===== config.mk =====
export PLATFORM = sky130hd
export DESIGN_NAME = calc_cmd_driver
export DESIGN_NICKNAME = d
export VERILOG_FILES = /design/src/rtl/calc_pkg.sv /design/src/rtl/calc_cmd_fifo.sv /design/src/rtl/calc_cmd_driver.sv
export SDC_FILE = /design/constraint.sdc
export NUM_CORES = 1
export LEC_CHECK = 0
export ABC_AREA = 1
export CAP_MARGIN = 30
export CELL_PAD_IN_SITES_DETAIL_PLACEMENT = 1
export CELL_PAD_IN_SITES_GLOBAL_PLACEMENT = 2
export CORE_UTILIZATION = 30
export DETAILED_ROUTE_END_ITERATION = 8
export HOLD_SLACK_MARGIN = 0.08
export PLACE_DENSITY = 0.79
export SLEW_MARGIN = 20
export SYNTH_ARGS = -nofsm -noshare
export SYNTH_HDL_FRONTEND = slang
export SYNTH_SLANG_ARGS = --single-unit

===== constraint.sdc =====
create_clock -name clk -period 1.8 [get_ports clk]
set_clock_uncertainty 0.1 [all_clocks]
set_input_delay 0.36 -clock clk [delete_from_list [all_inputs] [get_ports clk]]
set_output_delay 0.36 -clock clk [all_outputs]
set_load 0.02 [all_outputs]

===== src/rtl/calc_pkg.sv =====
// Shared definitions for the calculator command front end: word layout,
// field offsets and the issue FSM encoding.
package calc_pkg;

    localparam int CMD_W  = 19;
    localparam int RES_W  = 11;
    localparam int OP_MSB = 18;
    localparam int OP_LSB = 16;
    localparam int A_MSB  = 15;
    localparam int B_MSB  = 7;

    typedef enum logic [1:0] {
        IDLE  = 2'd0,
        ISSUE = 2'd1,
        WAIT  = 2'd2
    } state_e;

    typedef struct packed {
        logic [2:0] op;
        logic [7:0] a;
        logic [7:0] b;
    } cmd_t;

endpackage


===== src/rtl/calc_cmd_fifo.sv =====
// Command FIFO: DEPTH x cmd_t storage, wrapping pointers, occupancy counter.
// Push when full and pop when empty are dropped here so callers cannot corrupt state.
module calc_cmd_fifo
    import calc_pkg::*;
#(
    parameter  int DEPTH = 4,
    localparam int AW    = $clog2(DEPTH),
    localparam int CW    = AW + 1
) (
    input  logic          clk,
    input  logic          rst_n,
    input  logic          push,
    input  logic          pop,
    input  cmd_t          wdata,
    output cmd_t          head,
    output logic [CW-1:0] count,
    output logic          full,
    output logic          empty
);

    cmd_t          mem_q [DEPTH];
    cmd_t          mem_d [DEPTH];
    logic [AW-1:0] wr_ptr_q, wr_ptr_d;
    logic [AW-1:0] rd_ptr_q, rd_ptr_d;
    logic [CW-1:0] count_q, count_d;
    logic          do_push, do_pop;

    assign full  = (count_q == CW'(DEPTH));
    assign empty = (count_q == '0);
    assign count = count_q;
    assign head  = mem_q[rd_ptr_q];

    always_comb begin
        do_push  = push & ~full;
        do_pop   = pop & ~empty;
        mem_d    = mem_q;
        wr_ptr_d = wr_ptr_q;
        rd_ptr_d = rd_ptr_q;
        count_d  = count_q;
        if (do_push) begin
            mem_d[wr_ptr_q] = wdata;
            wr_ptr_d        = wr_ptr_q + AW'(1);
        end
        if (do_pop) begin
            rd_ptr_d = rd_ptr_q + AW'(1);
        end
        case ({do_push, do_pop})
            2'b10:   count_d = count_q + CW'(1);
            2'b01:   count_d = count_q - CW'(1);
            default: count_d = count_q;
        endcase
    end

    always_ff @(posedge clk or negedge rst_n) begin
        if (!rst_n) begin
            for (int i = 0; i < DEPTH; i++) mem_q[i] <= '0;
            wr_ptr_q <= '0;
            rd_ptr_q <= '0;
            count_q  <= '0;
        end else begin
            mem_q    <= mem_d;
            wr_ptr_q <= wr_ptr_d;
            rd_ptr_q <= rd_ptr_d;
            count_q  <= count_d;
        end
    end

endmodule


===== src/rtl/calc_cmd_driver.sv =====
// Sequential front end for the combinational calculator: buffers command words,
// issues one at a time, and returns {codigo, saida} on a valid/ready stream.
module calc_cmd_driver
    import calc_pkg::*;
#(
    parameter  int DEPTH = 4,
    localparam int CW    = $clog2(DEPTH) + 1
) (
    input  logic             clk,
    input  logic             rst_n,
    input  logic             cmd_valid,
    output logic             cmd_ready,
    input  logic [CMD_W-1:0] cmd_data,
    output logic [2:0]       codigo,
    output logic [7:0]       entrada_A,
    output logic [7:0]       entrada_B,
    input  logic [7:0]       saida,
    output logic             res_valid,
    input  logic             res_ready,
    output logic [RES_W-1:0] res_data,
    output logic [CW-1:0]    count
);

    state_e           state_q, state_d;
    cmd_t             head, wdata;
    logic             fifo_full, fifo_empty, fifo_push, fifo_pop;
    logic             capture, res_clear;
    logic [2:0]       codigo_q, codigo_d;
    logic [7:0]       a_q, a_d, b_q, b_d;
    logic             res_valid_q, res_valid_d;
    logic [RES_W-1:0] res_data_q, res_data_d;

    assign wdata     = '{op: cmd_data[OP_MSB:OP_LSB], a: cmd_data[A_MSB:B_MSB+1], b: cmd_data[B_MSB:0]};
    assign cmd_ready = ~fifo_full;
    assign fifo_push = cmd_valid & cmd_ready;

    calc_cmd_fifo #(.DEPTH(DEPTH)) u_fifo (
        .clk   (clk),
        .rst_n (rst_n),
        .push  (fifo_push),
        .pop   (fifo_pop),
        .wdata (wdata),
        .head  (head),
        .count (count),
        .full  (fifo_full),
        .empty (fifo_empty)
    );

    always_ff @(posedge clk or negedge rst_n) begin
        if (!rst_n) state_q <= IDLE;
        else        state_q <= state_d;
    end

    always_comb begin
        state_d = state_q;
        case (state_q)
            IDLE:    if (!fifo_empty) state_d = ISSUE;
            ISSUE:   state_d = WAIT;
            WAIT:    if (res_ready) state_d = fifo_empty ? IDLE : ISSUE;
            default: state_d = IDLE;
        endcase
    end

    // The WAIT handshake pops the next command directly, giving ISSUE/WAIT back-to-back.
    always_comb begin
        fifo_pop  = 1'b0;
        capture   = 1'b0;
        res_clear = 1'b0;
        case (state_q)
            IDLE:  fifo_pop = ~fifo_empty;
            ISSUE: capture  = 1'b1;
            WAIT: begin
                res_clear = res_ready;
                fifo_pop  = res_ready & ~fifo_empty;
            end
            default: ;
        endcase
    end

    always_comb begin
        codigo_d    = fifo_pop ? head.op : codigo_q;
        a_d         = fifo_pop ? head.a  : a_q;
        b_d         = fifo_pop ? head.b  : b_q;
        res_valid_d = res_valid_q;
        res_data_d  = res_data_q;
        if (capture) begin
            res_valid_d = 1'b1;
            res_data_d  = {codigo_q, saida};
        end else if (res_clear) begin
            res_valid_d = 1'b0;
        end
    end

    always_ff @(posedge clk or negedge rst_n) begin
        if (!rst_n) begin
            codigo_q    <= '0;
            a_q         <= '0;
            b_q         <= '0;
            res_valid_q <= 1'b0;
            res_data_q  <= '0;
        end else begin
            codigo_q    <= codigo_d;
            a_q         <= a_d;
            b_q         <= b_d;
            res_valid_q <= res_valid_d;
            res_data_q  <= res_data_d;
        end
    end

    assign codigo    = codigo_q;
    assign entrada_A = a_q;
    assign entrada_B = b_q;
    assign res_valid = res_valid_q;
    assign res_data  = res_data_q;

endmodule


**After elaboration in Yosys (flattened, before gate mapping)**

Cells that the tools add are included.

- Bits in registers: 116
- Output and inout port bits: 35
- Word-level logic and storage cells: 65

- $add $sub $neg: 4
- $lt $le $gt $ge: 3
- Equal/unequal tests: 7
- Multiplexer cells: 16
- Bitwise operators: 8
- Reductions and logical operators: 6

Operators by type and width:

| operator | count |
|---|---|
| 76-bit bitwise mux | 1 |
| 19-bit 2-to-1 mux | 3 |
| 19-bit binary-select mux with 2-bit select | 1 |
| 19-bit demux with 2-bit select | 1 |
| 3-bit greater-or-equal comparator, second input constant | 2 |
| 2-bit NOT with 3-bit output | 2 |
| 2-bit one-hot mux with 3 select lines | 1 |
| 3-bit one-hot mux with 2 select lines | 1 |
| 1-bit 2-to-1 mux | 5 |
| 2-bit by 1-bit adder with 2-bit output, second input constant | 2 |
| 1-bit AND | 4 |
| 2-bit by 1-bit == test with 1-bit output, second input constant | 2 |
| 2-bit == test, second input constant | 2 |
| 2-bit 2-to-1 mux | 2 |
| 2-bit != test, second input constant | 2 |
| 2-bit nonzero test | 2 |
| 3-bit by 1-bit adder with 3-bit output, second input constant | 1 |
| 3-bit == test, second input constant | 1 |
| 3-bit logical NOT | 1 |
| 3-bit by 1-bit < comparator with 1-bit output, second input constant | 1 |
| 3-bit by 1-bit subtractor with 3-bit output, second input constant | 1 |
| 2-bit logical NOT | 1 |
| 1-bit NOT | 2 |
| 1-bit one-hot mux with 2 select lines | 1 |
| 2 further kinds | 2 |

**Depth between registers and ports, before layout**

- Word-level depth: 7
- Depth in mapped cells: 12
- Gate-level depth less buffers: 11

**By module**

A second synthesis with hierarchy kept.

- Cells, all modules: 670
- Area, all modules: 5,507.8 µm²

By module, submodules not included:

| module | times used | cells an instance | area an instance (µm²) |
|---|---|---|---|
| calc_cmd_fifo | 1 | 520 | 4,175.3 |
| calc_cmd_driver | 1 | 150 | 1,332.5 |

**Least setup slack after synthesis**

OpenSTA, ideal clock, no wires.

- Kind: register to register
- From: register u_fifo.count_q[0], in the netlist u_fifo.count[0]
- To: register u_fifo.count_q[2], in the netlist u_fifo.count[2]
- Setup time: 0.123 ns
- Data arrival time: 1.882 ns
- Required time: 1.577 ns
- Path slack: -0.305 ns
- Cell stages (with the launch flop): 12
- Path through: dfrtp_1 -> inv_2 -> nand3_1 -> inv_1 -> nor2_2 -> buf_4 -> ha_1 -> inv_1 -> fa_1 -> nand2_1 -> nand3_1 -> xor2_1

- Longest elaborated chain between the ends: 7

Ends and longest elaborated chain:

| item | line | text |
|---|---|---|
| start: declaration | calc_cmd_fifo.sv:25 | `logic [CW-1:0] count_q, count_d;` |
| start signal: assignment | calc_cmd_fifo.sv:64 | `count_q <= count_d;` |
| 3-bit logical NOT (*) | calc_cmd_fifo.sv:29 | `assign empty = (count_q == '0);` |
| 1-bit NOT (*) | calc_cmd_fifo.sv:35, calc_cmd_driver.sv:70, calc_cmd_driver.sv:74 |  |
| 1-bit AND | calc_cmd_driver.sv:74 | `fifo_pop = res_ready & ~fifo_empty;` |
| 1-bit one-hot mux with 2 select lines | calc_cmd_driver.sv:69 | `case (state_q)` |
| 1-bit AND (*) | calc_cmd_fifo.sv:35 | `do_pop = pop & ~empty;` |
| named net u_fifo.do_pop | calc_cmd_fifo.sv:26 | `logic do_push, do_pop;` |
| 2-bit by 1-bit == test with 1-bit output or 2-bit == test (tied branches) | calc_cmd_fifo.sv:47 | `case ({do_push, do_pop})` |
| 3-bit one-hot mux with 2 select lines or 2-bit nonzero test (tied branches) | -- |  |

The timed path passes the listed nets; every way through them passes the cells marked *.
A chain may end at the register's enable or synchronous reset.

**Final worst setup path**

- From: register u_fifo.count_q[0], in the netlist u_fifo.count[0]
- To: output port cmd_ready

- Longest elaborated chain between the ends: 2

Ends and longest elaborated chain:

| item | line | text |
|---|---|---|
| 3-bit == test | calc_cmd_fifo.sv:28 | `assign full = (count_q == CW'(DEPTH));` |
| 1-bit NOT | calc_cmd_driver.sv:34 | `assign cmd_ready = ~fifo_full;` |
| end: declaration | calc_cmd_driver.sv:12 | `output logic cmd_ready,` |

No other way between the ends.

==> qor.yml <==
finish:
  fin_nets: 869
  syn_to_final_growth_pct: 31.29
  multi_input_area_um2: 2295
  nFillCells: 2276
  n_antenna_cell: 0
  drive_gt1_share_pct: 12.43
  stdcell_count: 1105
  seqCellArea_um2: 2907
synthesis:
  ys_types: 23
  synth.yosys.seq_area_share_pct: 50.16
  synthFlopType: "dfrtp_1"
  yosysWarnings: 0
  synthCells: 747
  syn_area_um2: 5787
  synth_nets: 784
  yosysMostFrequentCell: "nand2_1"
  synth-seq-cells: 116
  synth_edf_count: 0
  synth_common_cells: "nand2_1 (351), dfrtp_1 (116), inv_1 (89), nand4_1 (76), nand3_1 (41)"
  avgSynthCellArea_um2: 7.747
  synth.area.top_cells: "dfrtp_1 (50%), nand2_1 (23%), nand4_1 (8.2%), inv_1 (5.8%), nand3_1 (3.5%)"
  synthArstFlopShare_pct: 100.0
  synth_top_area_share_pct: 50.16
  synth_area_leader_cell: "dfrtp_1"
power_and_ir_drop:
  peakVddDrop_uv: 741.7
  power_density_nw_per_um2: 2020
  switching_share_pct: 41.89
  p_sw_mw: 6.428
  combPwrFrac_pct: 47.0
  intPower_mw: 8.917
  totalPowerFinal_mw: 15.35
  pwr-share-clk_pct: 23.7
  seqPwrFrac_pct: 29.2
  p_leak_nw: 4.118
floorplan:
  io_pins: 66
  die_area_um2: 19850
  num_rows: 50
  core_um2: 18830
  start_util_pct: 30.73
  die_x_um: 140.9
  die_y_um: 140.9
detailed_routing:
  highest_layer: "met4"
  dr_wl_met3_um: 524
  vias_per_cell: 4.643
  dr.pass1.iters: 4
  ant_nets: 0
  drt_iter0_markers: 229
  vias: 5130
  wl_met2_mm: 8.684
  routed_wl_mm: 17.86
  wl_met1_mm: 8.362
  wl_per_cell_um: 16.16
  drcViolationCount: 0
status:
  violations: "setup timing"
  outcome: "complete, but fails checks"
sta:
  tightest_slew_ns: 0.5019
  finalCriticalPeriod_ns: 1.907
  hold_viol: 0
  slew_headroom_pct: 66.54
  rsz0062_at_grt: "yes"
  fin_crit_sh_pct: 106.0
  setup_viol: 4
  fin_ws_ns: -0.1074
  fmax_mhz: 524.3
  slew_violations: 0
clocking:
  htree_num_levels: 4
  clock_latency_ns: 0.43
  clk_path_buf_depth: 2
  ctsRootBufferMaster: "clkbuf_16"
  path_clk_slew_ns: 0.06
  clock_sinks: 116
  cts_buffers: 17
  cts_tree: "built"
grt:
  grt_max_degree: 82
  antenna_found_initial: 0
  grt_use_total_pct: 19.83
  grt_pass1_vias: 5553
  grt_pass1_wl_mm: 29.86
  overflow: 0
worst_setup_path:
  critical_path.endpoint_type: "output port"
  worstRegToRegCells: 10
  setup.worst_path.start_class: "flip-flop"
  rr_endpoint: "u_fifo.count[2]"
  worst-setup-path-type: "flip-flop to output port"
  required_ns: 1.34
  cp_max_fo: 3
  regToRegSetupSlack_ns: -0.10
  r2r-start: "u_fifo.count[0]"
  cp.arrival_ns: 1.45
run:
  maxCapViolCount: 0
placed_design:
  dp.cells: 1065
  io_buffers: 65
  dp.final_hpwl_mm: 11.50
  gp_congestion: 0.7370
worst_hold_path:
  hold_class: "primary input to asynchronous set/reset pin"
## logic make-up after synthesis
family | synth area share [%]
adder cells (fa/ha/maj) | 1.427
AND/OR/NAND/NOR | 36.15
XOR/XNOR | 0.6055
buffers and inverters | 11.20
flip-flops | 50.16
AO/OA/AOI/OAI | 0.4540
## power groups by stage
| stage | clock network, mW | registers (mW) | logic (mW) |
|---|---|---|---|
| after global placement | 0 | 4.48 | 7.05 |
| after global routing | 3.81 | 4.66 | 8.16 |
| final | 3.64 | 4.49 | 7.22 |
| after CTS | 3.72 | 4.49 | 7.35 |
| after floorplan | 0 | 4.83 | 4.16 |
| after detailed placement | 0 | 4.52 | 7.32 |
## sequential cells by signal, indices dropped and copies added, names as in the netlist
signal,cells
u_fifo.rd_ptr_q,2
codigo,3
entrada_B,8
entrada_A,8
res_data,11
u_fifo.mem_q,76
u_fifo.count,3
res_valid,1
u_fifo.wr_ptr_q,2
state_q,2
## per-stage QoR
step | hold WS, ns | setup WS (ns) | instance area [um^2] | setup TNS [ns] | utilization (%)
floorplan | -0.03559 | -0.07288 | 5831 | -0.09881 | -
global placement | 0.07912 | -0.3914 | 6909 | -0.7650 | 36.69
detailed placement | 0.07587 | -0.4313 | 6909 | -1.810 | 36.69
CTS | 0.1782 | -0.1329 | 7590 | -0.2405 | 40.31
global route | 0.2027 | -0.1681 | 7597 | -3.373 | 40.35
finish | 0.1901 | -0.1074 | 7597 | -0.2538 | 40.35
## cell type report
cell class / count / share of cell area, %
Tap cell: 260 / 4.282
Timing Repair Buffer: 114 / 14.39
Multi-Input combinational cell: 491 / 30.20
Clock buffer: 22 / 6.242
Clock inverter: 10 / 2.009
Sequential cell: 116 / 38.26
Inverter: 92 / 4.611
## worst max-delay path, stage by stage (launching register included)
cell     delay, ns
dfrtp_2       0.41
inv_2         0.08
buf_6         0.10
nand3_4       0.11
buf_4         0.17
buf_2         0.15
## what timing repair did
item                       4_1_cts  5_1_grt
setup endpoints to repair       71       28
cloned                           0        0
hold buffers                     1        0
buffers inserted                 7        1
gates resized for setup         48        3
pin swaps                        5        7
hold endpoints to repair       116        0
## worst max path at each step
stage               cells after the start  slack (ns)            start         endpoint
floorplan                              11       -0.07  u_fifo.count[0]  u_fifo.count[2]
global placement                       10       -0.39        res_ready  u_fifo.count[2]
detailed placement                     10       -0.43        res_ready  u_fifo.count[2]
CTS                                    12       -0.13  u_fifo.count[0]  u_fifo.count[2]
global route                           11       -0.17  u_fifo.count[0]  u_fifo.count[2]
finish                                  5       -0.11  u_fifo.count[0]        cmd_ready
## layer usage
layer  global-route usage [%]  up-vias
met5                        0        -
met4                    7.208        0
met3                    3.838       20
met2                    32.97       83
met1                    25.63     2517
li1                         -     2510
## placed cells by master (no fill, tap or decap), drive strengths merged
master	instances
nor2	3
o21ai	3
dlygate4sd3	1
xor2	3
clkinvlp	1
ha	5
dfrtp	116
clkinv	5
clkdlybuf4s50	28
xnor2	1
nand2	351
nand3	46
o22ai	1
bufinv	4
nand4	76
inv	92
fa	1
a21oi	1
buf	51
dlygate4sd2	34
clkbuf	22
No activity file was read; power rests on OpenSTA's default activity.
